### config.mk
export PLATFORM = sky130hd
export DESIGN_NAME = parking_gate_arbiter
export DESIGN_NICKNAME = d
export VERILOG_FILES = /design/src/rtl/parking_pkg.sv /design/src/rtl/parking_gate_arbiter_gate_timer.sv /design/src/rtl/parking_gate_arbiter.sv
export SDC_FILE = /design/constraint.sdc
export NUM_CORES = 1
export LEC_CHECK = 0
export CAP_MARGIN = 20
export CORE_AREA = 2 2 54 56
export CTS_CLUSTER_SIZE = 10
export DETAILED_ROUTE_END_ITERATION = 12
export DIE_AREA = 0 0 56 58
export PLACE_DENSITY = 0.8
export SYNTH_ARGS = -nofsm -noshare
export SYNTH_HDL_FRONTEND = slang
export SYNTH_SLANG_ARGS = --single-unit
### constraint.sdc
create_clock -name clk -period 1.65 [get_ports clk]
set_input_delay 0.2475 -clock clk [delete_from_list [all_inputs] [get_ports clk]]
set_output_delay 0.2475 -clock clk [all_outputs]
set_load 0.005 [all_outputs]
### src/rtl/parking_pkg.sv
// Shared types and constants for the parking-lot barrier arbiter.
package parking_pkg;

    typedef enum logic [1:0] {
        ST_IDLE    = 2'd0,
        ST_OPENING = 2'd1,
        ST_PASS    = 2'd2,
        ST_CLOSING = 2'd3
    } state_t;

    localparam logic DIR_IN  = 1'b1;
    localparam logic DIR_OUT = 1'b0;

    localparam int CAPACITY_DEF = 10;

    function automatic int max_int(input int a, input int b);
        return (a > b) ? a : b;
    endfunction

endpackage

### src/rtl/parking_gate_arbiter_gate_timer.sv
// Loadable down-counter shared by the barrier phases; done flags the last cycle of a phase.
module gate_timer #(
    parameter int W = 5
) (
    input  logic         clk,
    input  logic         clr,
    input  logic         load,
    input  logic [W-1:0] load_val,
    output logic         done
);

    logic [W-1:0] cnt;

    always_ff @(posedge clk or posedge clr) begin
        if (clr) begin
            cnt <= '0;
        end else if (load) begin
            cnt <= load_val;
        end else if (cnt != '0) begin
            cnt <= cnt - 1'b1;
        end
    end

    // Loaded with N, the phase lasts N cycles: done on the cycle the count reads 1.
    assign done = (cnt == W'(1));

endmodule

### src/rtl/parking_gate_arbiter.sv
// Single-barrier arbiter: round-robin entry/exit grants, barrier sequencing and occupancy count.
//
//   state      | meaning
//   -----------+-----------------------------------------------------
//   ST_IDLE    | barrier closed, sampling lane requests
//   ST_OPENING | barrier travelling open for OPEN_CYC cycles
//   ST_PASS    | barrier held open, waiting for car_pass or timeout
//   ST_CLOSING | barrier travelling closed for OPEN_CYC cycles
module parking_gate_arbiter
    import parking_pkg::*;
#(
    parameter int CAPACITY     = CAPACITY_DEF,
    parameter int CNT_W        = 4,
    parameter int OPEN_CYC     = 4,
    parameter int PASS_TIMEOUT = 16
) (
    input  logic             clk,
    input  logic             clr,
    input  logic             ent_req,
    input  logic             ext_req,
    input  logic             car_pass,
    output logic             gate_open,
    output logic             gate_dir,
    output logic             grant_in,
    output logic             grant_out,
    output logic             deny_in,
    output logic             timeout_err,
    output logic             busy,
    output logic [CNT_W-1:0] count,
    output logic             full,
    output logic             empty
);

    localparam int TMR_W = $clog2(max_int(OPEN_CYC, PASS_TIMEOUT) + 1);
    localparam logic [CNT_W-1:0] CAP_C  = CNT_W'(CAPACITY);
    localparam logic [TMR_W-1:0] OPEN_C = TMR_W'(OPEN_CYC);
    localparam logic [TMR_W-1:0] PASS_C = TMR_W'(PASS_TIMEOUT);

    state_t           state, state_nxt;
    logic             last_grant, last_grant_nxt;
    logic             gate_open_nxt, gate_dir_nxt;
    logic             grant_in_nxt, grant_out_nxt, deny_in_nxt, timeout_nxt;
    logic [CNT_W-1:0] count_nxt;
    logic             tmr_load, tmr_done;
    logic [TMR_W-1:0] tmr_val;
    logic             elig_in, elig_out, pick_in;

    assign full     = (count == CAP_C);
    assign empty    = (count == '0);
    assign busy     = (state != ST_IDLE);
    assign elig_in  = ent_req && !full;
    assign elig_out = ext_req && !empty;
    // Entry wins when it is the only candidate or when exit had the previous grant.
    assign pick_in  = elig_in && (!elig_out || (last_grant == DIR_OUT));

    gate_timer #(.W(TMR_W)) u_timer (
        .clk      (clk),
        .clr      (clr),
        .load     (tmr_load),
        .load_val (tmr_val),
        .done     (tmr_done)
    );

    always_ff @(posedge clk or posedge clr) begin
        if (clr) begin
            state       <= ST_IDLE;
            last_grant  <= DIR_OUT;
            gate_open   <= 1'b0;
            gate_dir    <= 1'b0;
            grant_in    <= 1'b0;
            grant_out   <= 1'b0;
            deny_in     <= 1'b0;
            timeout_err <= 1'b0;
            count       <= '0;
        end else begin
            state       <= state_nxt;
            last_grant  <= last_grant_nxt;
            gate_open   <= gate_open_nxt;
            gate_dir    <= gate_dir_nxt;
            grant_in    <= grant_in_nxt;
            grant_out   <= grant_out_nxt;
            deny_in     <= deny_in_nxt;
            timeout_err <= timeout_nxt;
            count       <= count_nxt;
        end
    end

    always_comb begin
        state_nxt      = state;
        last_grant_nxt = last_grant;
        gate_open_nxt  = gate_open;
        gate_dir_nxt   = gate_dir;
        grant_in_nxt   = 1'b0;
        grant_out_nxt  = 1'b0;
        deny_in_nxt    = 1'b0;
        timeout_nxt    = 1'b0;
        count_nxt      = count;
        tmr_load       = 1'b0;
        tmr_val        = OPEN_C;

        case (state)
            ST_IDLE: begin
                if (elig_in || elig_out) begin
                    state_nxt      = ST_OPENING;
                    gate_open_nxt  = 1'b1;
                    gate_dir_nxt   = pick_in ? DIR_IN : DIR_OUT;
                    last_grant_nxt = pick_in ? DIR_IN : DIR_OUT;
                    grant_in_nxt   = pick_in;
                    grant_out_nxt  = !pick_in;
                    tmr_load       = 1'b1;
                    tmr_val        = OPEN_C;
                end else if (ent_req && full) begin
                    deny_in_nxt = 1'b1;
                end
            end

            ST_OPENING: begin
                if (tmr_done) begin
                    state_nxt = ST_PASS;
                    tmr_load  = 1'b1;
                    tmr_val   = PASS_C;
                end
            end

            ST_PASS: begin
                // car_pass takes priority over a simultaneous expiry.
                if (car_pass || tmr_done) begin
                    state_nxt     = ST_CLOSING;
                    gate_open_nxt = 1'b0;
                    tmr_load      = 1'b1;
                    tmr_val       = OPEN_C;
                    if (car_pass) begin
                        if (gate_dir == DIR_IN) begin
                            if (count != CAP_C) count_nxt = count + 1'b1;
                        end else begin
                            if (count != '0) count_nxt = count - 1'b1;
                        end
                    end else begin
                        timeout_nxt = 1'b1;
                    end
                end
            end

            ST_CLOSING: begin
                if (tmr_done) begin
                    state_nxt = ST_IDLE;
                end
            end

            default: begin
                state_nxt     = ST_IDLE;
                gate_open_nxt = 1'b0;
            end
        endcase
    end

endmodule

==> reports/qor.csv <==
stage,metric,value,unit
timing,setup-violations-final,5,
yosys,ys_async_sr_fraction,100,%
die,die_area,3250,sq um
power_and_ir_drop,powerDensity,2130,nW/um^2
route,vias_per_cell,5.94,
yosys,ys_seq_elements,17,
finish,final_nets,200,
yosys,syn_avg_cell_area,9.69,sq um
clock_network,cts_buffers,3,
yosys,synth-seq-area-share,35.4,%
power_and_ir_drop,switching_power,1.89,mW
job,max_cap_viol_count,0,
power_and_ir_drop,power_frac_comb,74.9,%
die,initial_core_util,45.1,%
worst_setup_path,path_class,reg2reg,
clock_network,numClockSinks,17,
clock_network,cts_tree,yes,
die,die_w,56,microns
global_route,grt_max_degree,18,
yosys,synth_nets,140,
yosys,ys_warn_count,0,
route,dr.pass1.iters,4,
finish,final_area,1970,sq um
route,drt_iter0_markers,66,
clock_network,ctsHtreeMaxLevel,1,
route,vias,1272,
timing,fmax,562,MHz
power_and_ir_drop,power.internal,2.32,mW
yosys,synth_edf_count,0,
yosys,ys_types,45,
timing,max_slew_margin,75.4,%
die,boundaryPins,18,
route,ant_nets,0,
placed_design,port-buffer-count,17,
global_route,grt_pass1_wl,5490,microns
die,chipHeight,58,microns
worst_setup_path,cp-end-kind,register,
worst_setup_path,critPathMaxFanout,4,
power_and_ir_drop,p_leak,0.847,nW
placed_design,place_area,1570,sq um
timing,timing.final.ws_setup,-128,ps
hold_path,hold_class,in2async,
timing,min_period,1780,ps
clock_network,clk_path_buf_depth,2,
global_route,met3_usage,2.46,%
timing,fin_crit_sh,108,%
route,totalWireLength,4040,microns
power_and_ir_drop,p_clk_share,5.7,%
timing,whs,234,ps
timing,max_slew.worst_pin.slew,365,ps
finish,diodes,0,
timing,drv_slew,0,
worst_setup_path,arrival,1970,ps
clock_network,clkTransAtPathRegs,120,ps
global_route,grt_overflow,0,
global_route,grt.met2_usage,41.3,%
die,core-area,2660,sq um
worst_setup_path,startpoint_type,register,
global_route,grt_pass1_vias,1238,
route,wl_per_cell,18.9,microns
clock_network,clock_latency,310,ps
global_route,antenna_found_initial,0,
clock_network,cts_root_buf,clkbuf_4,
worst_setup_path,r2r_start,state[0]$_DFFE_PP0P_,
global_route,track_usage,21.4,%
worst_setup_path,worst_ep_required_time,1840,ps
finish,area_growth_syn_to_layout,64.2,%
power_and_ir_drop,seqPwrFrac,19.4,%
placed_design,dp_hpwl,2260,microns
yosys,postSynthCellCount,124,
finish,nFillCells,182,
yosys,synth-main-ff-cell,dfrtp_1,
timing,finalSetupTns,-229,ps
timing,rsz0062_at_grt,yes,
power_and_ir_drop,swShare,44.9,%
global_route,grt_util_met1,23.7,%
global_route,grt.busiest_layer,met2,
timing,fin_skew,11.9,ps
power_and_ir_drop,ir_worst_vdd,0.00170,V
outcome,status,"finished, violations left",
worst_setup_path,critPathLaunch,state[0]$_DFFE_PP0P_,
finish,drive_above_1_share,53.0,%
placed_design,gp_congestion,0.843,
power_and_ir_drop,power,4.20,mW
yosys,netlist_area,1200,sq um
route,drc,0,
timing,hold_violations,0,
die,fp-row-count,19,
outcome,violations,negative setup slack,
-- synthesized netlist by cell type (2+ instances only) --
library cell,n,area [sq um]
o21ai_1,2,10.0
or3_1,4,25.0
inv_1,8,30.0
a21oi_1,7,35.0
nand4b_1,2,17.5
a211oi_1,3,22.5
nand2_1,8,30.0
xor2_1,2,17.5
nor3_1,4,20.0
o21ai_0,2,10.0
and3b_1,2,17.5
buf_2,3,15.0
nor4_1,3,18.8
ha_1,10,125
nor2_1,10,37.5
and4_1,2,17.5
nor2b_1,4,25.0
dfrtp_1,17,425
mux2_2,3,33.8
nand2b_1,3,18.8
-- layout make-up --
type | instances | area, sq um | area share (%)
tap | 31 | 38.8 | 1.97
clock inverter | 1 | 5.00 | 0.254
inverter | 8 | 30.0 | 1.52
sequential | 17 | 430 | 21.8
multi-input combinational | 95 | 968 | 49.1
clock buffer | 3 | 22.5 | 1.14
timing repair buffer | 59 | 477 | 24.2
-- cells by family (layout without fill, tap and decap cells) --
kind of cell | count (synthesis) | count (layout) | synth area share, %
fa+ha+maj | 11 | 11 | 12.1
flops | 17 | 17 | 35.4
mux | 4 | 4 | 3.75
buf+inv | 12 | 71 | 4.06
compound gates | 28 | 28 | 17.9
xor+xnor | 3 | 3 | 2.19
simple gates | 49 | 49 | 24.6
-- registers in the layout, indices dropped and copies added, names as in the netlist --
name         cells
gate_open        1
grant_in         1
count            4
timeout_err      1
last_grant       1
deny_in          1
state            2
grant_out        1
u_timer.cnt      5
-- cell usage in the layout, fill, tap and decap left out, types with 2 or more instances in the layout --
cell,instances
dfrtp_2,4
inv_1,3
inv_2,5
clkbuf_4,3
nor3_2,2
buf_4,39
and4_1,2
a21oi_2,2
or3_1,3
and3b_1,2
nor2b_1,4
ha_4,4
clkdlybuf4s50_1,12
nand4b_1,2
a21oi_4,2
ha_1,3
dlygate4sd2_1,3
nor2_1,8
nor4_1,2
nand2_1,7
a211oi_2,3
buf_6,2
nor2_2,2
a21oi_1,3
mux2_4,2
nand2b_1,3
mux2_2,2
dfrtp_1,13
clkbuf_2,2
ha_2,3
-- metal layers --
metal | up-vias | routed length, microns
met5 | - | 0
met4 | 0 | 88
met3 | 11 | 154
met2 | 59 | 2130
met1 | 627 | 1660
li1 | 575 | -
-- stage by stage --
step           std cells  util, %  setup slack, ps
5_1_grt              214     74.1             -178
2_1_floorplan        124        -            -25.8
3_3_place_gp         192     59.1             -268
3_5_place_dp         192     59.1             -328
4_1_cts              205     64.3            -63.8
6_report             214     74.1             -128
-- worst max-delay path, stage by stage, from the launching register on --
cell and delay (ps):
dfrtp_1 430, buf_4 170, ha_2 220, nor2_2 140
a21oi_2 100, a311oi_4 280, mux2_4 340
-- repair_timing --
item / CTS / global route
buffers inserted: 9 / 9
endpoints found under the hold margin: 0 / 0
hold buffers: 0 / 0
pin swaps: 6 / 12
gates resized for setup: 24 / 41
gates cloned: 0 / 0
endpoints found under the setup margin: 11 / 15
-- final timing paths --
path / end / slack, ps / depth (start not counted)
worst min register to register: gate_open$_DFFE_PP0P_ / 620 / 2
worst max-delay path: state[1]$_DFFE_PP0P_ / -130 / 6
worst max register to register: state[1]$_DFFE_PP0P_ / -130 / 6
min in group clk: gate_open$_DFFE_PP0P_ / 620 / 2
worst min-delay path: grant_out$_DFF_PP0_ / 230 / 3
max in group asynchronous: count[2]$_DFFE_PP0P_ / 1210 / 3
-- power by group through the flow --
stage | Clock (mW) | Sequential (mW) | Combinational [mW]
3_3_place_gp | 0 | 0.774 | 1.92
6_report | 0.241 | 0.814 | 3.15
5_1_grt | 0.263 | 0.831 | 3.36
4_1_cts | 0.234 | 0.786 | 2.31
2_1_floorplan | 0 | 0.795 | 1.21
3_5_place_dp | 0 | 0.791 | 2.05
(Power assumes the default switching activity.)
==> RTL change 1 (same settings) <==
The parameter `PASS_TIMEOUT` goes from 16 to 32.
--- a/src/rtl/parking_gate_arbiter.sv
+++ b/src/rtl/parking_gate_arbiter.sv
@@ -14,3 +14,3 @@
     parameter int OPEN_CYC     = 4,
-    parameter int PASS_TIMEOUT = 16
+    parameter int PASS_TIMEOUT = 32
 ) (
Behaviour: same outputs for any inputs over 10 cycles, from zero or initial values; that may be too few to reach the edited logic, so the function may still have changed.
==> RTL change 1 against the unedited design <==
- the flow still finishes with violations (negative setup slack)
- sequential cell count is 1 higher
- utilization is 9.8 points lower
- synthesized area is 4.5% lower
- worst setup slack better by 0.048 ns
- power is 20% lower
- final area is 13% lower
- global-route usage is 2.7 points lower
- wire length is 27% lower
- largest power group unchanged
==> RTL change 1: results (changes against the unedited design) <==
[run_status]
status = finished with violations  ; unchanged
violations = negative setup slack  ; unchanged

[timing]
setup_viol = 2  ; was 5
maxSlewHeadroom = 0.808  ; was 0.754
setup_ws_ns = -0.0807  ; was -0.128 ns

[clocking]
clock_latency_ns = 0.29  ; was 0.31 ns
path_clk_slew_ns = 0.10  ; was 0.12 ns

[setup_path]
r2r_start = count[1]  ; was state[0]
arrival_ns = 1.92  ; was 1.97 ns

[finish]
nNetsFinal = 187  ; was 200
top_regs = u_timer.cnt x6, count x4, state x2  ; was u_timer.cnt x5, count x4, state x2
nFillCells = 214  ; was 182

[routing]
first_pass_iters = 6  ; was 4
routed_wl_um = 2970  ; was 4040 µm
drtIter0Drc = 37  ; was 66
viasPerCell = 5.37  ; was 5.94

[logic_synthesis]
seq_area_frac_synth = 0.393  ; was 0.354
synth_common_cells = dfrtp_1 (18), nor2_1 (11), ha_1 (10)  ; was dfrtp_1 (17), ha_1 (10), nor2_1 (10)

[placed_design]
gp_congestion = 0.811  ; was 0.843

[pwr]
peakVddDrop_uv = 1340  ; was 1700 µV
p_leak_uw = 0.000838  ; was 0.000847 µW

[grt]
grt_max_degree = 19  ; was 18
grt_pass1_wl_um = 4750  ; was 5490 µm
gr-usage-all-layers = 0.186  ; was 0.214
grt_pass1_vias = 1094  ; was 1238

==> RTL change 1: worst min-delay path by stage <==
stage / start / endpoint / cells past startpoint
floorplan: clr / count[0] / 1
global placement: gate_open / gate_open / 2
detailed placement: gate_open / gate_open / 2
CTS: clr / grant_out / 3
global route: clr / u_timer.cnt[2] / 3
finish: clr / u_timer.cnt[3] / 3
==> RTL change 1: through the flow <==
| stage | setup TNS [ns] | setup slack, ns | cells |
|---|---|---|---|
| after floorplan | 0 | 0.0159 | 115 |
| after global placement | -0.537 | -0.115 | 183 |
| after detailed placement | -1.28 | -0.189 | 183 |
| after CTS | -0.155 | -0.155 | 193 |
| after global routing | -0.255 | -0.125 | 200 |
| final | -0.0853 | -0.0807 | 200 |
==> RTL change 1: final cells by class <==
| class | instances | area [µm²] | share of cell area |
|---|---|---|---|
| multi-input combinational | 86 | 716 | 0.418 |
| sequential | 18 | 454 | 0.266 |
| timing repair buffer | 53 | 445 | 0.260 |
| tap | 31 | 38.8 | 0.0227 |
| inverter | 9 | 33.8 | 0.0198 |
| clock buffer | 3 | 22.5 | 0.0132 |
==> RTL change 1: where the power goes <==
part / switching [µW] / total, µW / internal, µW
Clock: 134 / 219 / 85.0
Sequential: 171 / 805 / 634
Combinational: 1090 / 2350 / 1260
Total: 1400 / 3380 / 1980
==> RTL change 1: repair_timing <==
action | in CTS | in global routing
resized for setup | 9 | 11
hold buffers | 0 | 0
setup buffers | 7 | 7
endpoints found under the hold margin | 0 | 0
pin swaps | 1 | 5
setup endpoints to repair | 6 | 13
==> RTL change 1: routing by layer <==
| metal | wire [µm] | up-vias | GRT usage | share of wire |
|---|---|---|---|---|
| li1 | - | 511 | - | - |
| met1 | 1170 | 519 | 0.211 | 0.40 |
| met2 | 1590 | 37 | 0.350 | 0.54 |
| met3 | 156 | 6 | 0.0424 | 0.053 |
| met4 | 46 | 0 | 0.0578 | 0.016 |
| met5 | 0 | - | 0 | 0 |
==> RTL change 1: worst max-delay path, stage by stage, from the launching register on <==
cell and delay [ns]:
dfrtp_2 0.44, buf_4 0.16, and3b_1 0.20, o21ai_2 0.15, o21ai_1 0.14, a21oi_2 0.20
mux2_1 0.33
==> RTL change 1: logic make-up after synthesis <==
kind of cell	Yosys count	synth area share
flops	18	0.393
buf+inv	11	0.0382
compound gates	26	0.168
simple gates	38	0.183
fa+ha+maj	11	0.127
mux	5	0.0458
xor+xnor	6	0.0458
==> RTL change 2 (config.mk and constraints unchanged) <==
Without the edit above. Put one more register stage on the output `count`, cleared by the reset. The value now appears one clock later. The other outputs are not delayed to match. Comments in the files are not updated.
--- a/src/rtl/parking_gate_arbiter.sv
+++ b/src/rtl/parking_gate_arbiter.sv
@@ -38,2 +38,4 @@
 
+    logic [CNT_W-1:0] count_s0;
+
     state_t           state, state_nxt;
@@ -47,4 +49,4 @@
 
-    assign full     = (count == CAP_C);
-    assign empty    = (count == '0);
+    assign full     = (count_s0 == CAP_C);
+    assign empty    = (count_s0 == '0);
     assign busy     = (state != ST_IDLE);
@@ -73,3 +75,3 @@
             timeout_err <= 1'b0;
-            count       <= '0;
+            count_s0    <= '0;
         end else begin
@@ -83,3 +85,3 @@
             timeout_err <= timeout_nxt;
-            count       <= count_nxt;
+            count_s0    <= count_nxt;
         end
@@ -96,3 +98,3 @@
         timeout_nxt    = 1'b0;
-        count_nxt      = count;
+        count_nxt      = count_s0;
         tmr_load       = 1'b0;
@@ -133,5 +135,5 @@
                         if (gate_dir == DIR_IN) begin
-                            if (count != CAP_C) count_nxt = count + 1'b1;
+                            if (count_s0 != CAP_C) count_nxt = count_s0 + 1'b1;
                         end else begin
-                            if (count != '0) count_nxt = count - 1'b1;
+                            if (count_s0 != '0) count_nxt = count_s0 - 1'b1;
                         end
@@ -156,2 +158,10 @@
 
+    always_ff @(posedge clk or posedge clr) begin
+        if (clr) begin
+            count <= '0;
+        end else begin
+            count <= count_s0;
+        end
+    end
+
 endmodule
Check against the original RTL: not equivalent (Yosys sat finds a counterexample within 10 cycles, from zero or initial values).
==> RTL change 2 against the unedited design <==
- the run still ends with negative setup slack left
- worst setup slack better by 0.024 ns
- first-iteration DRC count is 42% lower
- clock power is 13% higher
- maximum frequency is 1.3% higher
- wire length is 23% lower
- power is 15% lower
- global-route usage is 2.6 points lower
- final area is 13% lower
- synthesized cell count is 9.7% lower
- synthesized area is 3.9% lower
- via count is 18% lower
- worst hold slack better by 0.011 ns
- final cell count is 9.3% lower
- sequential cell count is 4 higher
- critical path type unchanged
- largest power group unchanged
- highest routed layer unchanged
==> RTL change 2: results (changes against the unedited design) <==
[routing]
first_pass_iters = 4  ; unchanged
dr.max_layer_used = met4  ; unchanged
num_vias = 1043  ; was 1272
wl_met2_um = 1580  ; was 2130 µm
drcViolationCount = 0  ; unchanged
drtIter0Drc = 38  ; was 66
wl_met1_um = 1340  ; was 1660 µm
wl_met3_um = 167  ; was 154 µm
avgRoutedWirePerCell_um = 16.1  ; was 18.9 µm

[setup_path]
r2r_cells = 7  ; was 6
startpoint = count_s0[1]  ; was state[0]
arrival_ns = 1.97  ; about the same
end_kind = flip-flop  ; unchanged
crit_path_max_fanout = 5  ; was 4
crit_path_end = u_timer.cnt[2]  ; was state[1]
critPathMaxStageDelay_ns = 0.48  ; was 0.43 ns
cp_slowest_cell = dfrtp_2  ; was dfrtp_1

[clocking]
cts-buffers-inserted = 3  ; unchanged
clock_latency_ns = 0.32
h-tree-depth = 1  ; unchanged
root_buffer = clkbuf_4  ; unchanged
cts_buffer_depth = 2  ; unchanged
path_clk_slew_ns = 0.13

[placed_design]
dp_slack_ns = -0.0389  ; was -0.328 ns
gp_congestion = 0.877  ; was 0.843
dp_hpwl_um = 1840  ; was 2260 µm
port_buffers = 17  ; unchanged

[logic_synthesis]
syn_nets = 126  ; was 140
synth.distinct_cells = 32  ; was 45
synth_flop_cell = dfrtp_1  ; unchanged
synthTopCellsByArea = dfrtp_1 (46%), ha_1 (8.7%), inv_1 (3.6%), nand2_1 (3.6%), nor2_1 (3.6%)  ; was dfrtp_1 (35%), ha_1 (10%), nor2_1 (3.1%), a21oi_1 (2.9%), mux2_2 (2.8%)
yosys_warnings = 0  ; unchanged
synthArstFlopShare = 1.00  ; unchanged
seq_area_frac_synth = 0.455  ; was 0.354
synth_common_cells = dfrtp_1 (21), inv_1 (11), nand2_1 (11), nor2_1 (11), ha_1 (8)  ; was dfrtp_1 (17), ha_1 (10), nor2_1 (10)

[grt]
grt_antenna_before_repair = 0  ; unchanged
grt_pass1_wl_um = 4690  ; was 5490 µm
grt_max_degree = 22  ; was 18
gr-usage-all-layers = 0.188  ; was 0.214
grt_pass1_vias = 1096  ; was 1238

[timing]
fin_worst_skew_ns = 0.00739  ; was 0.0119 ns
setup_viol = 8  ; was 5
setup_ws_ns = -0.105  ; was -0.128 ns
worst_slew_pin_slew_ns = 0.375  ; was 0.365 ns

[run_status]
violations = negative setup slack  ; unchanged
status = finished with violations  ; unchanged

[finish]
nNetsFinal = 178  ; was 200
layout-drive-gt1-share = 0.350  ; was 0.530
top_regs = u_timer.cnt x5, count x4, count_s0 x4  ; was u_timer.cnt x5, count x4, state x2
diodes = 0  ; unchanged

[pwr]
p_leak_uw = 0.000795  ; was 0.000847 µW
peakVddDrop_uv = 1450  ; was 1700 µV

[hold_path]
worst_hold_path_type = input pin to asynchronous set/reset pin  ; unchanged

-- RTL change 2: layer usage --
layer | vias up | global-route usage
met3 | 2 | 0.0335
met2 | 45 | 0.329
met5 | - | 0
met4 | 0 | 0.112
li1 | 498 | -
met1 | 498 | 0.216
-- RTL change 2: how the worst min path moves through the flow --
| stage | start | endpoint | slack (ns) | cells past startpoint |
|---|---|---|---|---|
| 6_report | clr | count[0] | 0.24 | 3 |
| 5_1_grt | clr | count[3] | 0.27 | 3 |
| 4_1_cts | clr | grant_out | 0.27 | 3 |
| 3_5_place_dp | count_s0[2] | count[2] | 0.44 | 0 |
| 3_3_place_gp | count_s0[2] | count[2] | 0.44 | 0 |
| 2_1_floorplan | clr | count[0] | 0.22 | 1 |
-- RTL change 2: power by group --
group          switching, µW  total (µW)  internal [µW]  leakage [µW]
Clock                    177         272           94.7     0.0000150
Sequential               208         955            747      0.000256
Combinational           1050        2340           1290      0.000524
Total                   1430        3560           2130      0.000795
-- RTL change 2: through the flow --
step	hold slack [ns]	cell area (µm²)	cells	setup TNS (ns)	total power [µW]
floorplan	0.224	1160	112	-0.0398	2020
global placement	0.441	1460	172	0	2570
detailed placement	0.442	1460	172	-0.0389	2670
CTS	0.268	1610	189	-0.108	3190
global route	0.273	1710	194	-1.07	3810
finish	0.244	1710	194	-0.416	3560
-- RTL change 2: final cells by class --
cell class	instances	area, µm²
fillers	192	952
flip-flops and latches	21	528
inverters	11	43.8
repair buffers	48	419
well taps	31	38.8
clock buffers	4	26.3
multi-input cells	79	654
-- RTL change 2: critical path, delay by kind of cell (launching register included) --
| family | cells | cell delay [ns] |
|---|---|---|
| buffers and inverters | 2 | 0.30 |
| AOI/OAI and AO/OA | 3 | 0.58 |
| DFF | 1 | 0.48 |
| and+or+nand+nor | 2 | 0.28 |
-- RTL change 2: cell families (layout without fill, tap and decap cells) --
| logic type | Yosys count | in the layout | synth area share |
|---|---|---|---|
| simple gates | 35 | 35 | 0.163 |
| compound gates | 27 | 27 | 0.171 |
| flops | 21 | 21 | 0.455 |
| buf+inv | 12 | 63 | 0.0401 |
| fa+ha+maj | 9 | 9 | 0.104 |
| xor+xnor | 4 | 4 | 0.0303 |
| mux | 4 | 4 | 0.0368 |
-- RTL change 2: timing repair --
item / CTS / global route
hold buffers: 0 / 0
resized for setup: 11 / 12
buffers inserted: 13 / 6
pin swaps: 1 / 9
endpoints found under the setup margin: 6 / 12
